<file path="src/rtl/pipe_elastic_stage.sv">
// Elastic valid/ready pipeline register: DEPTH-entry FIFO with synchronous flush and occupancy count.
// Optional zero-latency cut-through when empty is enabled by defining PIPE_ELASTIC_BYPASS_EN.
module pipe_elastic_stage #(
    parameter int unsigned DATA_W = 64,
    parameter int unsigned DEPTH  = 2,
    parameter int unsigned CNT_W  = $clog2(DEPTH + 1)
) (
    input  logic              clk,
    input  logic              reset,
    input  logic              flush,
    input  logic              in_valid,
    output logic              in_ready,
    input  logic [DATA_W-1:0] in_data,
    output logic              out_valid,
    input  logic              out_ready,
    output logic [DATA_W-1:0] out_data,
    output logic [CNT_W-1:0]  count
);

    localparam int unsigned      PTR_W    = (DEPTH > 1) ? $clog2(DEPTH) : 1;
    localparam logic [PTR_W-1:0] PTR_LAST = PTR_W'(DEPTH - 1);
    localparam logic [CNT_W-1:0] CNT_FULL = CNT_W'(DEPTH);

    logic [DATA_W-1:0] mem_q [DEPTH];
    logic [PTR_W-1:0]  wr_ptr_q, wr_ptr_d;
    logic [PTR_W-1:0]  rd_ptr_q, rd_ptr_d;
    logic [CNT_W-1:0]  count_q, count_d;
    logic              full, empty, bypass, push, pop;

    always_comb begin
        full  = (count_q == CNT_FULL);
        empty = (count_q == '0);
`ifdef PIPE_ELASTIC_BYPASS_EN
        // Cut-through only when nothing is queued; the payload is never stored.
        bypass = empty & in_valid & out_ready & ~flush & ~reset;
`else
        bypass = 1'b0;
`endif
        in_ready  = ~full;
        push      = in_valid & ~full & ~flush & ~bypass;
        pop       = ~empty & out_ready & ~flush;
        out_valid = ~empty | bypass;
        if (!empty) begin
            out_data = mem_q[rd_ptr_q];
        end else if (bypass) begin
            out_data = in_data;
        end else begin
            out_data = '0;
        end
        count = count_q;
    end

    always_comb begin
        wr_ptr_d = wr_ptr_q;
        rd_ptr_d = rd_ptr_q;
        count_d  = count_q;
        if (flush) begin
            wr_ptr_d = '0;
            rd_ptr_d = '0;
            count_d  = '0;
        end else begin
            if (push) begin
                wr_ptr_d = (wr_ptr_q == PTR_LAST) ? '0 : wr_ptr_q + PTR_W'(1);
            end
            if (pop) begin
                rd_ptr_d = (rd_ptr_q == PTR_LAST) ? '0 : rd_ptr_q + PTR_W'(1);
            end
            unique case ({push, pop})
                2'b10:   count_d = count_q + CNT_W'(1);
                2'b01:   count_d = count_q - CNT_W'(1);
                default: count_d = count_q;
            endcase
        end
    end

    always_ff @(posedge clk or posedge reset) begin
        if (reset) begin
            wr_ptr_q <= '0;
            rd_ptr_q <= '0;
            count_q  <= '0;
        end else begin
            wr_ptr_q <= wr_ptr_d;
            rd_ptr_q <= rd_ptr_d;
            count_q  <= count_d;
        end
    end

    // Payload storage carries no reset; out_data is masked while empty.
    always_ff @(posedge clk) begin
        if (push) begin
            mem_q[wr_ptr_q] <= in_data;
        end
    end

endmodule
</file>
<file path="config.mk">
export PLATFORM = sky130hd
export DESIGN_NAME = pipe_elastic_stage
export DESIGN_NICKNAME = d
export VERILOG_FILES = /design/src/rtl/pipe_elastic_stage.sv
export SDC_FILE = /design/constraint.sdc
export NUM_CORES = 1
export LEC_CHECK = 0
export BUFFER_PORTS_ARGS = -buffer_cell sky130_fd_sc_hd__buf_2
export CORE_ASPECT_RATIO = 1.4
export CORE_MARGIN = 8
export CORE_UTILIZATION = 45
export CTS_BUF_LIST = sky130_fd_sc_hd__clkbuf_8
export DETAILED_ROUTE_END_ITERATION = 8
export GPL_TIMING_DRIVEN = 0
export PLACE_DENSITY = 0.68
export RECOVER_POWER = 25
export SETUP_SLACK_MARGIN = 0.05
export SYNTH_ARGS = -nofsm -noshare
export SYNTH_HDL_FRONTEND = slang
export SYNTH_SLANG_ARGS = --single-unit
</file>
<file path="constraint.sdc">
create_clock -name clk -period 6.65 [get_ports clk]
set_clock_uncertainty 0.05 [all_clocks]
set_input_delay 1.33 -clock clk [delete_from_list [all_inputs] [get_ports clk]]
set_output_delay 1.33 -clock clk [all_outputs]
set_load 0.02 [all_outputs]
</file>
==> key figures, run 1 <==
Layout
  – P&R area growth vs syn: 28.1%
  – Commonest non-fill, non-tap cells in the layout: buf_2 (138), edfxtp_1 (128), nor2_1 (66), mux2i_1 (65), clkbuf_8 (17)
  – Finished Layout Cells: 621
  – Core Util, Final: 0.582
  – Most common cell after layout, fill and taps aside: buf_2
  – Net total in the final layout: 532
  – Final instance area: 0.00649 mm²
  – FILL cells: 936
  – Share of layout cells above drive strength 1: 0.391

Floorplanning
  – Core Area: 0.0112 mm²
  – Die X: 106 µm
  – Die height: 142 µm
  – Num ports: 137
  – Starting Density: 0.454
  – Row count: 46
  – Die ar.: 0.0150 mm²

Global route
  – Tot GR Track Use: 0.143
  – Global-route wire length before repair: 16000 µm
  – Initial antenna violation count: 2
  – Vias in the first global route: 3132
  – Gr ovfl total: 0
  – Largest net degree at the start of global routing: 19

Routing
  – Drt pass-1 iters: 4
  – Vias: 2943
  – Antenna-violating nets left: 0
  – Wire per inst: 17.0 µm
  – Detail-routed via count per cell: 4.74
  – Final WL: 10600 µm
  – Residual DRC count: 0
  – Initial DRC count: 103

Setup path
  – CP top delay family: buffers and inverters
  – Maximum single-stage delay on the critical path: 0.47 ns
  – RR Startpoint: count[1]
  – Crit path DAT: 1.85 ns
  – Crit-path cells: nor2_1 -> buf_2 -> buf_2 -> nor2_1 -> buf_2
  – R2R Path End: mem_q[0][27]
  – CP most frequent cell: buf_2
  – CP Class: reg -> out
  – CP max FO: 10
  – Slowest-stage cell, CP: dfrtp_1
  – Startpoint Class: register
  – Number of cells on the worst reg-to-reg path: 6
  – CP Capture Type: primary output
  – Critical Path Start: count[0]
  – Slack of the worst reg-to-reg path: 4.38 ns
  – CP required: 5.27 ns
  – Worst path bufs/invs: 3

Worst hold path
  – Hold Path Origin: wr_ptr_q
  – Worst Hold End: wr_ptr_q
  – Worst hold-check path type: reg -> reg
  – Worst hold path depth: 2

Synthesis
  – Synth Warn #: 0
  – Gate Count Post-Synth: 298
  – Avg Synthesized Cell Area: 17.0 µm²
  – Synthesized cell area: 0.00507 mm²
  – Syn Nets: 367
  – Synthesis-stage register bit count: 132
  – Top cells by area, synth: edfxtp_1 (76%), mux2i_1 (13%), nor2_1 (4.9%)
  – Unique cell type count in the Yosys netlist: 23
  – Seq/Total Area, Yosys: 0.778
  – Leading area contributor after synthesis: edfxtp_1
  – Top cell type's share of synthesized area: 0.759

Timing
  – Final Hold Fails: 0
  – Setup ws final: 3.42 ns
  – Setup Viol. Count Final: 0
  – Clock period minus worst slack: 3.23 ns
  – Setup TNS: 0 ns
  – Max Fclk: 310 MHz
  – Max Slew Vio Count: 0
  – Worst Tran Pin Value: 0.809 ns
  – RSZ-0062 raised after global routing: false
  – Final period util: 0.485
  – Slew headroom: 0.458

Clocking
  – Max clock buf depth: 2
  – Cts bufs inserted: 17
  – Post-CTS sizing: 0
  – Htree depth: 4
  – Clock Sinks: 132
  – Postcts setup bufs: 0
  – Hold buffer count at CTS: 0
  – Root Buffer: clkbuf_8
  – Clk_lat worst skew: 0.42 ns
  – Clock-pin transition on the worst setup and hold timing paths: 0.07 ns
  – CTS tree: yes

Placement
  – I/O Buffers: 136
  – Cell Area, Placed: 0.00610 mm²
  – GP Congestion: 0.734
  – Setup WS pre-CTS: 3.59 ns
  – Placed insts: 588
  – Hpwl dp: 7680 µm

Power and ir drop
  – Leakage Power: 2.51 nW
  – VDD IR max: 0.000172 V
  – PwrDens: 284 mW/mm²

Run status
  – Status: completed

Run
  – MaxCap Viol Count: 0
where the power goes:
group / switching [mW] / internal (mW)
registers: 0.00835 / 0.946
logic: 0.139 / 0.0872
clock network: 0.297 / 0.367
total: 0.444 / 1.40
synth_stat cells:
cell type / n
xor2_1: 1
clkbuf_1: 1
o21ai_0: 2
or3_1: 1
edfxtp_1: 128
buf_2: 7
nand3b_1: 1
or2_2: 1
nand2_1: 1
buf_4: 1
dfrtp_1: 4
buf_6: 5
a21oi_1: 3
nor2b_1: 1
mux2i_1: 65
nor3b_1: 2
inv_1: 3
nor2_1: 66
a21oi_2: 1
a21o_1: 1
nor3_1: 1
inv_2: 1
o211ai_1: 1
flip-flops by register name, indices dropped and copies added (netlist names):
signal    count
wr_ptr_q      1
rd_ptr_q      1
count         2
mem_q       128
layer usage:
metal / wire, µm / up-vias / track usage
met3: 562 / 20 / 0.0454
met5: 13 / - / 0
met4: 290 / 2 / 0.0974
li1: - / 1441 / -
met1: 3880 / 1390 / 0.132
met2: 5810 / 90 / 0.261
tightest hold or removal path, stage by stage, from the launching register on:
cell and delay (ns):
dfrtp_1 0.42, o21ai_0 0.10, a21oi_1 0.07
how the worst max path moves through the flow:
| stage | end | slack (ns) | cells after the start |
|---|---|---|---|
| 2_1_floorplan | mem_q[0][0] | 0.29 | 2 |
| 3_3_place_gp | mem_q[0][11] | -2.32 | 3 |
| 3_5_place_dp | mem_q[1][26] | 3.59 | 5 |
| 4_1_cts | out_data[15] | 3.37 | 5 |
| 5_1_grt | out_data[23] | 3.25 | 5 |
| 6_report | out_data[15] | 3.42 | 5 |
cell type report:
cell class	instances	area (µm²)	area share
Sequential cell	132	3940	0.607
Multi-Input combinational cell	148	1020	0.157
Antenna cell	1	2.50	0.000385
Inverter	4	15.0	0.00231
Buffer	14	103	0.0158
Tap cell	144	180	0.0277
Clock buffer	17	234	0.0360
Clock inverter	15	163	0.0250
Timing Repair Buffer	146	831	0.128
per-stage QoR:
step	hold slack [ns]	total power [mW]
global placement	0.501	1.19
detailed placement	0.565	1.20
global route	0.619	1.92
CTS	0.578	1.87
floorplan	0.478	1.11
finish	0.580	1.84
logic make-up after synthesis:
kind of cell              share of synthesized area
muxes                                         0.128
buffers and inverters                        0.0232
and+or+nand+nor                              0.0588
DFF                                           0.778
AOI/OAI and AO/OA                           0.00963
xor gates and xnor gates                    0.00173
(Power assumes the default switching activity.)
==> inputs of run 2 (changes only) <==
- clock period: 6.65 -> 3.2 ns (I/O delays scaled with it)
==> run 2 against run 1 <==
Via count is 0.20% lower; cell count is 0.81% lower; non-clock buffer count is 4 lower; global-route usage is 0.10 points higher; critical path type unchanged; highest routed layer is now met4.
==> key figures, run 2 (synthesis results as in run 1) <==
Placement
  – GP Congestion: 0.749 (+2.1%)
  – Setup WS pre-CTS: 0.787 ns (-2.80 ns)
  – Placed insts: 584 (-0.68%)
  – Hpwl dp: 7530 µm (-2.0%)
  – I/O Buffers: 136 (unchanged)

Power and ir drop
  – Seq pwr share: 0.517 (about the same)
  – Switching share of power: 0.243 (+0.00244)
  – Pwr Total: 3.84 mW (+110%)
  – Leakage Power: 2.45 nW (-2.3%)
  – PwrDens: 594 mW/mm² (+110%)
  – VDD IR max: 0.000403 V (+130%)
  – Clock power frac: 0.362 (+0.002)
  – Internal: 2.90 mW (+110%)
  – Comb pwr share: 0.121 (about the same)
  – Net Sw Power: 933 µW (+110%)

Layout
  – Core Util, Final: 0.578 (-0.00325)
  – P&R area growth vs syn: 27.4%
  – Finished Layout Cells: 616 (-0.81%)
  – Multi-input logic area: 0.00103 mm² (+0.61%)
  – Commonest non-fill, non-tap cells in the layout: buf_2 (128), edfxtp_1 (128), nor2_1 (66), mux2i_1 (65), clkbuf_8 (17)
  – Share of layout cells above drive strength 1: 0.367 (-0.0242)
  – Max FFs per register: 128 (unchanged)
  – FILL cells: 911 (-2.7%)
  – Net total in the final layout: 528 (-0.75%)
  – Register with the most flip-flops: mem_q
  – Antenna cells: 0 (-1)
  – Storage cell area: 0.00394 mm² (unchanged)

Floorplanning
  – Die ar.: 0.0150 mm² (unchanged)
  – Starting Density: 0.454 (unchanged)
  – Die X: 106 µm (unchanged)
  – Row count: 46 (unchanged)
  – Die height: 142 µm (unchanged)
  – Num ports: 137 (unchanged)
  – Core Area: 0.0112 mm² (unchanged)

Timing
  – Max Fclk: 395 MHz
  – Slew headroom: 0.391 (-0.0668)
  – Worst Tran Pin Value: 0.913 ns (+0.104 ns)
  – RSZ-0062 raised after global routing: false
  – Final period util: 0.792
  – Max Slew Vio Count: 0 (unchanged)
  – Worst hold slack: 0.0448 ns (-0.535 ns)
  – Final Hold Fails: 0 (unchanged)
  – Setup Viol. Count Final: 0 (unchanged)
  – Clock period minus worst slack: 2.53 ns
  – Setup ws final: 0.666 ns (-2.76 ns)

Clocking
  – Max clock buf depth: 2 (unchanged)
  – Cts bufs inserted: 17 (unchanged)
  – Clock Sinks: 132 (unchanged)
  – Htree depth: 4 (unchanged)
  – Postcts setup bufs: 0 (unchanged)
  – CTS tree: yes
  – Clock-pin transition on the worst setup and hold timing paths: 0.07 ns (about the same)
  – Clk_lat worst skew: 0.42 ns (about the same)
  – Root Buffer: clkbuf_8
  – Hold buffer count at CTS: 0 (unchanged)
  – Post-CTS sizing: 0 (unchanged)

Routing
  – Detail-routed via count per cell: 4.77 (+0.61%)
  – Metal2 WL: 5810 µm (about the same)
  – Wire per inst: 17.0 µm (-0.20%)
  – M1 WL: 3730 µm (-3.9%)
  – Antenna-violating nets left: 0 (unchanged)
  – Final WL: 10500 µm (-1.0%)
  – Initial DRC count: 125 (+21%)
  – Met3 wire length: 685 µm (+22%)
  – Vias: 2937 (-0.20%)
  – Drt pass-1 iters: 4 (unchanged)
  – DR top layer: met4
  – Residual DRC count: 0 (unchanged)

Setup path
  – CP Class: reg -> out
  – CP top delay family: buffers and inverters
  – Crit-path cells: nor2_1 -> buf_2 -> buf_2 -> nor2_1 -> buf_2
  – Crit path DAT: 1.84 ns (about the same)
  – CP Capture Type: primary output
  – CP Depth: 5 (unchanged)
  – Worst path bufs/invs: 3 (unchanged)
  – CP max FO: 10 (unchanged)
  – Number of cells on the worst reg-to-reg path: 5 (-1)
  – Maximum single-stage delay on the critical path: 0.46 ns (about the same)
  – Startpoint Class: register
  – CP required: 2.51 ns (-2.76 ns)
  – CP most frequent cell: buf_2
  – Slowest-stage cell, CP: dfrtp_1

Global route
  – Global-route wire length before repair: 16500 µm (+3.2%)
  – Largest net degree at the start of global routing: 20 (+1)
  – Tot GR Track Use: 0.144 (+0.00102)
  – Initial antenna violation count: 0 (-2)
  – Vias in the first global route: 3264 (+4.2%)
  – Gr ovfl total: 0 (unchanged)

Run status
  – Status: completed

Worst hold path
  – Worst hold-check path type: in -> async

Run
  – MaxCap Viol Count: 0 (unchanged)
## run 2: path summary, 6_finish.rpt
kind,slack (ns),startpoint,endpoint
worst min-delay path,0.04,reset,rd_ptr_q
max in group asynchronous,2.89,reset,count[0]
worst max-delay path,0.67,count[0],out_data[47]
worst min register to register,0.58,wr_ptr_q,wr_ptr_q
min in group clk,0.35,in_data[33],mem_q[0][33]
worst max register to register,0.91,count[1],mem_q[1][33]
## run 2: worst register-to-register path, stage by stage, from the launching register on
cell and delay (ns):
dfrtp_1 0.46, nor2b_1 0.20, inv_2 0.08, nand2_1 0.13
nor3b_4 0.78, buf_8 0.28
## run 2: power by group through the flow
stage | Clock, mW | Sequential (mW) | Combinational [mW]
detailed placement | 0 | 2.02 | 0.477
CTS | 1.43 | 1.98 | 0.479
global route | 1.48 | 1.99 | 0.507
global placement | 0 | 2.02 | 0.451
finish | 1.39 | 1.98 | 0.465
floorplan | 0 | 2.02 | 0.285
## run 2: through the flow
stage          area [µm²]  setup TNS, ns
3_5_place_dp         6080              0
5_1_grt              6460              0
3_3_place_gp         5950         -84.79
4_1_cts              6480              0
2_1_floorplan        5090              0
6_report             6460              0
## run 2: layer usage
metal | up-vias | global-route usage
met3 | 19 | 0.0513
met2 | 94 | 0.263
li1 | 1426 | -
met5 | - | 0
met1 | 1398 | 0.140
met4 | 0 | 0.0714
## run 2: final cells by class
cell class	instances	area share
tap	144	0.0279
sequential	132	0.611
timing repair buffer	142	0.122
clock buffer	17	0.0362
multi-input combinational	148	0.159
clock inverter	15	0.0254
buffer	14	0.0159
inverter	4	0.00233
==> inputs of run 3 (changes only) <==
- clock period: 3.2 -> 2.5 ns (I/O delays scaled with it)
==> run 3 against run 2 <==
Critical path depth unchanged; sequential share of layout area shrank 0.26 points; worst hold slack better by 0.16 ns; global-route usage down 0.30 points; sequential power rose by 28%; non-clock buffer count increased by 2; cell count rose by 0.32%; routed wire length shrank 1.7%; total power increased by 24%; register-to-register slack got worse by 0.63 ns; worst setup slack got worse by 0.43 ns.
==> key figures, run 3 (synthesis results as in run 1) <==
Clocking
  – Cts bufs inserted: 17 (unchanged)
  – Root Buffer: clkbuf_8
  – Max clock buf depth: 2 (unchanged)
  – CTS tree: yes
  – Htree depth: 4 (unchanged)
  – Clk_lat worst skew: 0.42 ns (about the same)
  – Clock Sinks: 132 (unchanged)
  – Postcts setup bufs: 0 (unchanged)
  – Clock-pin transition on the worst setup and hold timing paths: 0.08 ns (about the same)

Layout
  – Finished Layout Cells: 618 (+0.32%)
  – Commonest non-fill, non-tap cells in the layout: buf_2 (129), edfxtp_1 (128), nor2_1 (66), mux2i_1 (65), clkbuf_8 (17)
  – Max FFs per register: 128 (unchanged)
  – Share of layout cells above drive strength 1: 0.399 (+0.0322)
  – Multi-input logic area: 0.00104 mm² (+1.5%)
  – Antenna cells: 0 (unchanged)
  – Storage cell area: 0.00395 mm² (about the same)
  – FILL cells: 908 (-0.33%)
  – Most common cell after layout, fill and taps aside: buf_2
  – P&R area growth vs syn: 28.0%
  – Register with the most flip-flops: mem_q
  – Net total in the final layout: 530 (+0.38%)

Floorplanning
  – Die ar.: 0.0150 mm² (unchanged)
  – Row count: 46 (unchanged)
  – Core Area: 0.0112 mm² (unchanged)
  – Die height: 142 µm (unchanged)
  – Starting Density: 0.454 (unchanged)
  – Num ports: 137 (unchanged)
  – Die X: 106 µm (unchanged)

Power and ir drop
  – Comb pwr share: 0.127 (+0.006)
  – Leakage Power: 2.47 nW (+0.72%)
  – PwrDens: 736 mW/mm² (+24%)
  – Pwr Total: 4.77 mW (+24%)
  – VDD IR max: 0.000470 V (+17%)
  – Internal: 3.54 mW (+22%)
  – Net Sw Power: 1.23 mW (+32%)
  – Clock power frac: 0.341 (-0.021)
  – Seq pwr share: 0.532 (+0.015)
  – Switching share of power: 0.258 (+0.0145)

Routing
  – Residual DRC count: 0 (unchanged)
  – Initial DRC count: 112 (-10%)
  – Detail-routed via count per cell: 4.75 (-0.39%)
  – Vias: 2935 (-0.068%)
  – Wire per inst: 16.6 µm (-2.1%)
  – Drt pass-1 iters: 4 (unchanged)
  – Antenna-violating nets left: 0 (unchanged)
  – Final WL: 10300 µm (-1.7%)

Global route
  – Initial antenna violation count: 0 (unchanged)
  – Tot GR Track Use: 0.141 (-0.00298)
  – Gr ovfl total: 0 (unchanged)
  – Global-route wire length before repair: 16200 µm (-1.8%)
  – Vias in the first global route: 3273 (+0.28%)
  – Largest net degree at the start of global routing: 21 (+5.0%)

Timing
  – Clock period minus worst slack: 2.27 ns
  – Final period util: 0.907
  – Worst Tran Pin Value: 0.926 ns (+0.0138 ns)
  – RSZ-0062 raised after global routing: false
  – Max Slew Vio Count: 0 (unchanged)
  – Max Fclk: 441 MHz
  – Final Hold Fails: 0 (unchanged)
  – Setup Viol. Count Final: 0 (unchanged)
  – Slew headroom: 0.380 (-0.0106)

Placement
  – GP Congestion: 0.798 (+6.5%)
  – Hpwl dp: 7570 µm (+0.56%)
  – Placed insts: 585 (+0.17%)
  – I/O Buffers: 136 (unchanged)

Setup path
  – CP required: 1.95 ns (-0.56 ns)
  – CP Class: reg -> out
  – CP max FO: 10 (unchanged)
  – Startpoint Class: register
  – Crit path DAT: 1.72 ns (-0.12 ns)
  – CP Capture Type: primary output

Worst hold path
  – Worst hold-check path type: in -> reg

Run status
  – Status: completed

Run
  – MaxCap Viol Count: 0 (unchanged)
run 3: cell count changes in the layout (fill, tap and decap cells not counted), sizes merged:
cell / change
clkinvlp: +2
clkbuf: -2
buf: +3
clkinv: -2
inv: +2
dlygate4sd3: +1
bufinv: -2
run 3: layer usage:
metal | vias to the layer above | wire length (µm) | GRT usage
met3 | 16 | 668 | 0.0590
met2 | 86 | 5690 | 0.259
met5 | - | 0 | 0
met4 | 0 | 184 | 0.0654
li1 | 1439 | - | -
met1 | 1394 | 3730 | 0.132
run 3: through the flow:
stage          cell area (µm²)  utilization  hold WS, ns  worst slack (ns)  TNS (ns)
2_1_floorplan             5110            -        0.216            -0.445    -47.05
4_1_cts                   6480        0.580        0.177            0.0546         0
5_1_grt                   6490        0.581        0.166            0.0530         0
6_report                  6490        0.581        0.207             0.234         0
3_5_place_dp              6100        0.546        0.348             0.224         0
3_3_place_gp              5970        0.535        0.344             -1.26   -148.30
run 3: worst max-delay path, stage by stage, from the launching register on:
cell,delay [ns]
dfrtp_2,0.47
nor2_1,0.19
buf_6,0.18
clkbuf_4,0.22
nor2_1,0.08
buf_2,0.16
run 3: power groups by stage:
stage | clock [mW] | combinational [mW] | sequential, mW
floorplan | 0 | 0.366 | 2.59
finish | 1.63 | 0.605 | 2.54
global route | 1.76 | 0.659 | 2.55
CTS | 1.67 | 0.615 | 2.54
global placement | 0 | 0.580 | 2.59
detailed placement | 0 | 0.612 | 2.59
run 3: final cells by class:
class / instances / share of cell area
Buffer: 14 / 0.0189
Clock buffer: 17 / 0.0361
Clock inverter: 15 / 0.0206
Inverter: 4 / 0.00270
Multi-Input combinational cell: 148 / 0.161
Sequential cell: 132 / 0.608
Tap cell: 144 / 0.0278
Timing Repair Buffer: 144 / 0.125
run 3: final timing paths:
path | to | cells past startpoint | slack (ns) | start
worst max-delay path | out_data[54] | 5 | 0.23 | count[0]
worst max register to register | mem_q[0][24] | 6 | 0.28 | count[1]
max in group asynchronous | count[1] | 3 | 1.77 | reset
min in group asynchronous | wr_ptr_q | 3 | 0.45 | reset
worst min-delay path | mem_q[0][9] | 1 | 0.21 | in_data[9]
worst min register to register | wr_ptr_q | 2 | 0.58 | wr_ptr_q
run 3: what timing repair did:
action,CTS,global route
hold buffers,1,0
endpoints found under the setup margin,0,58
hold endpoints to repair,4,0
resized for setup,0,10
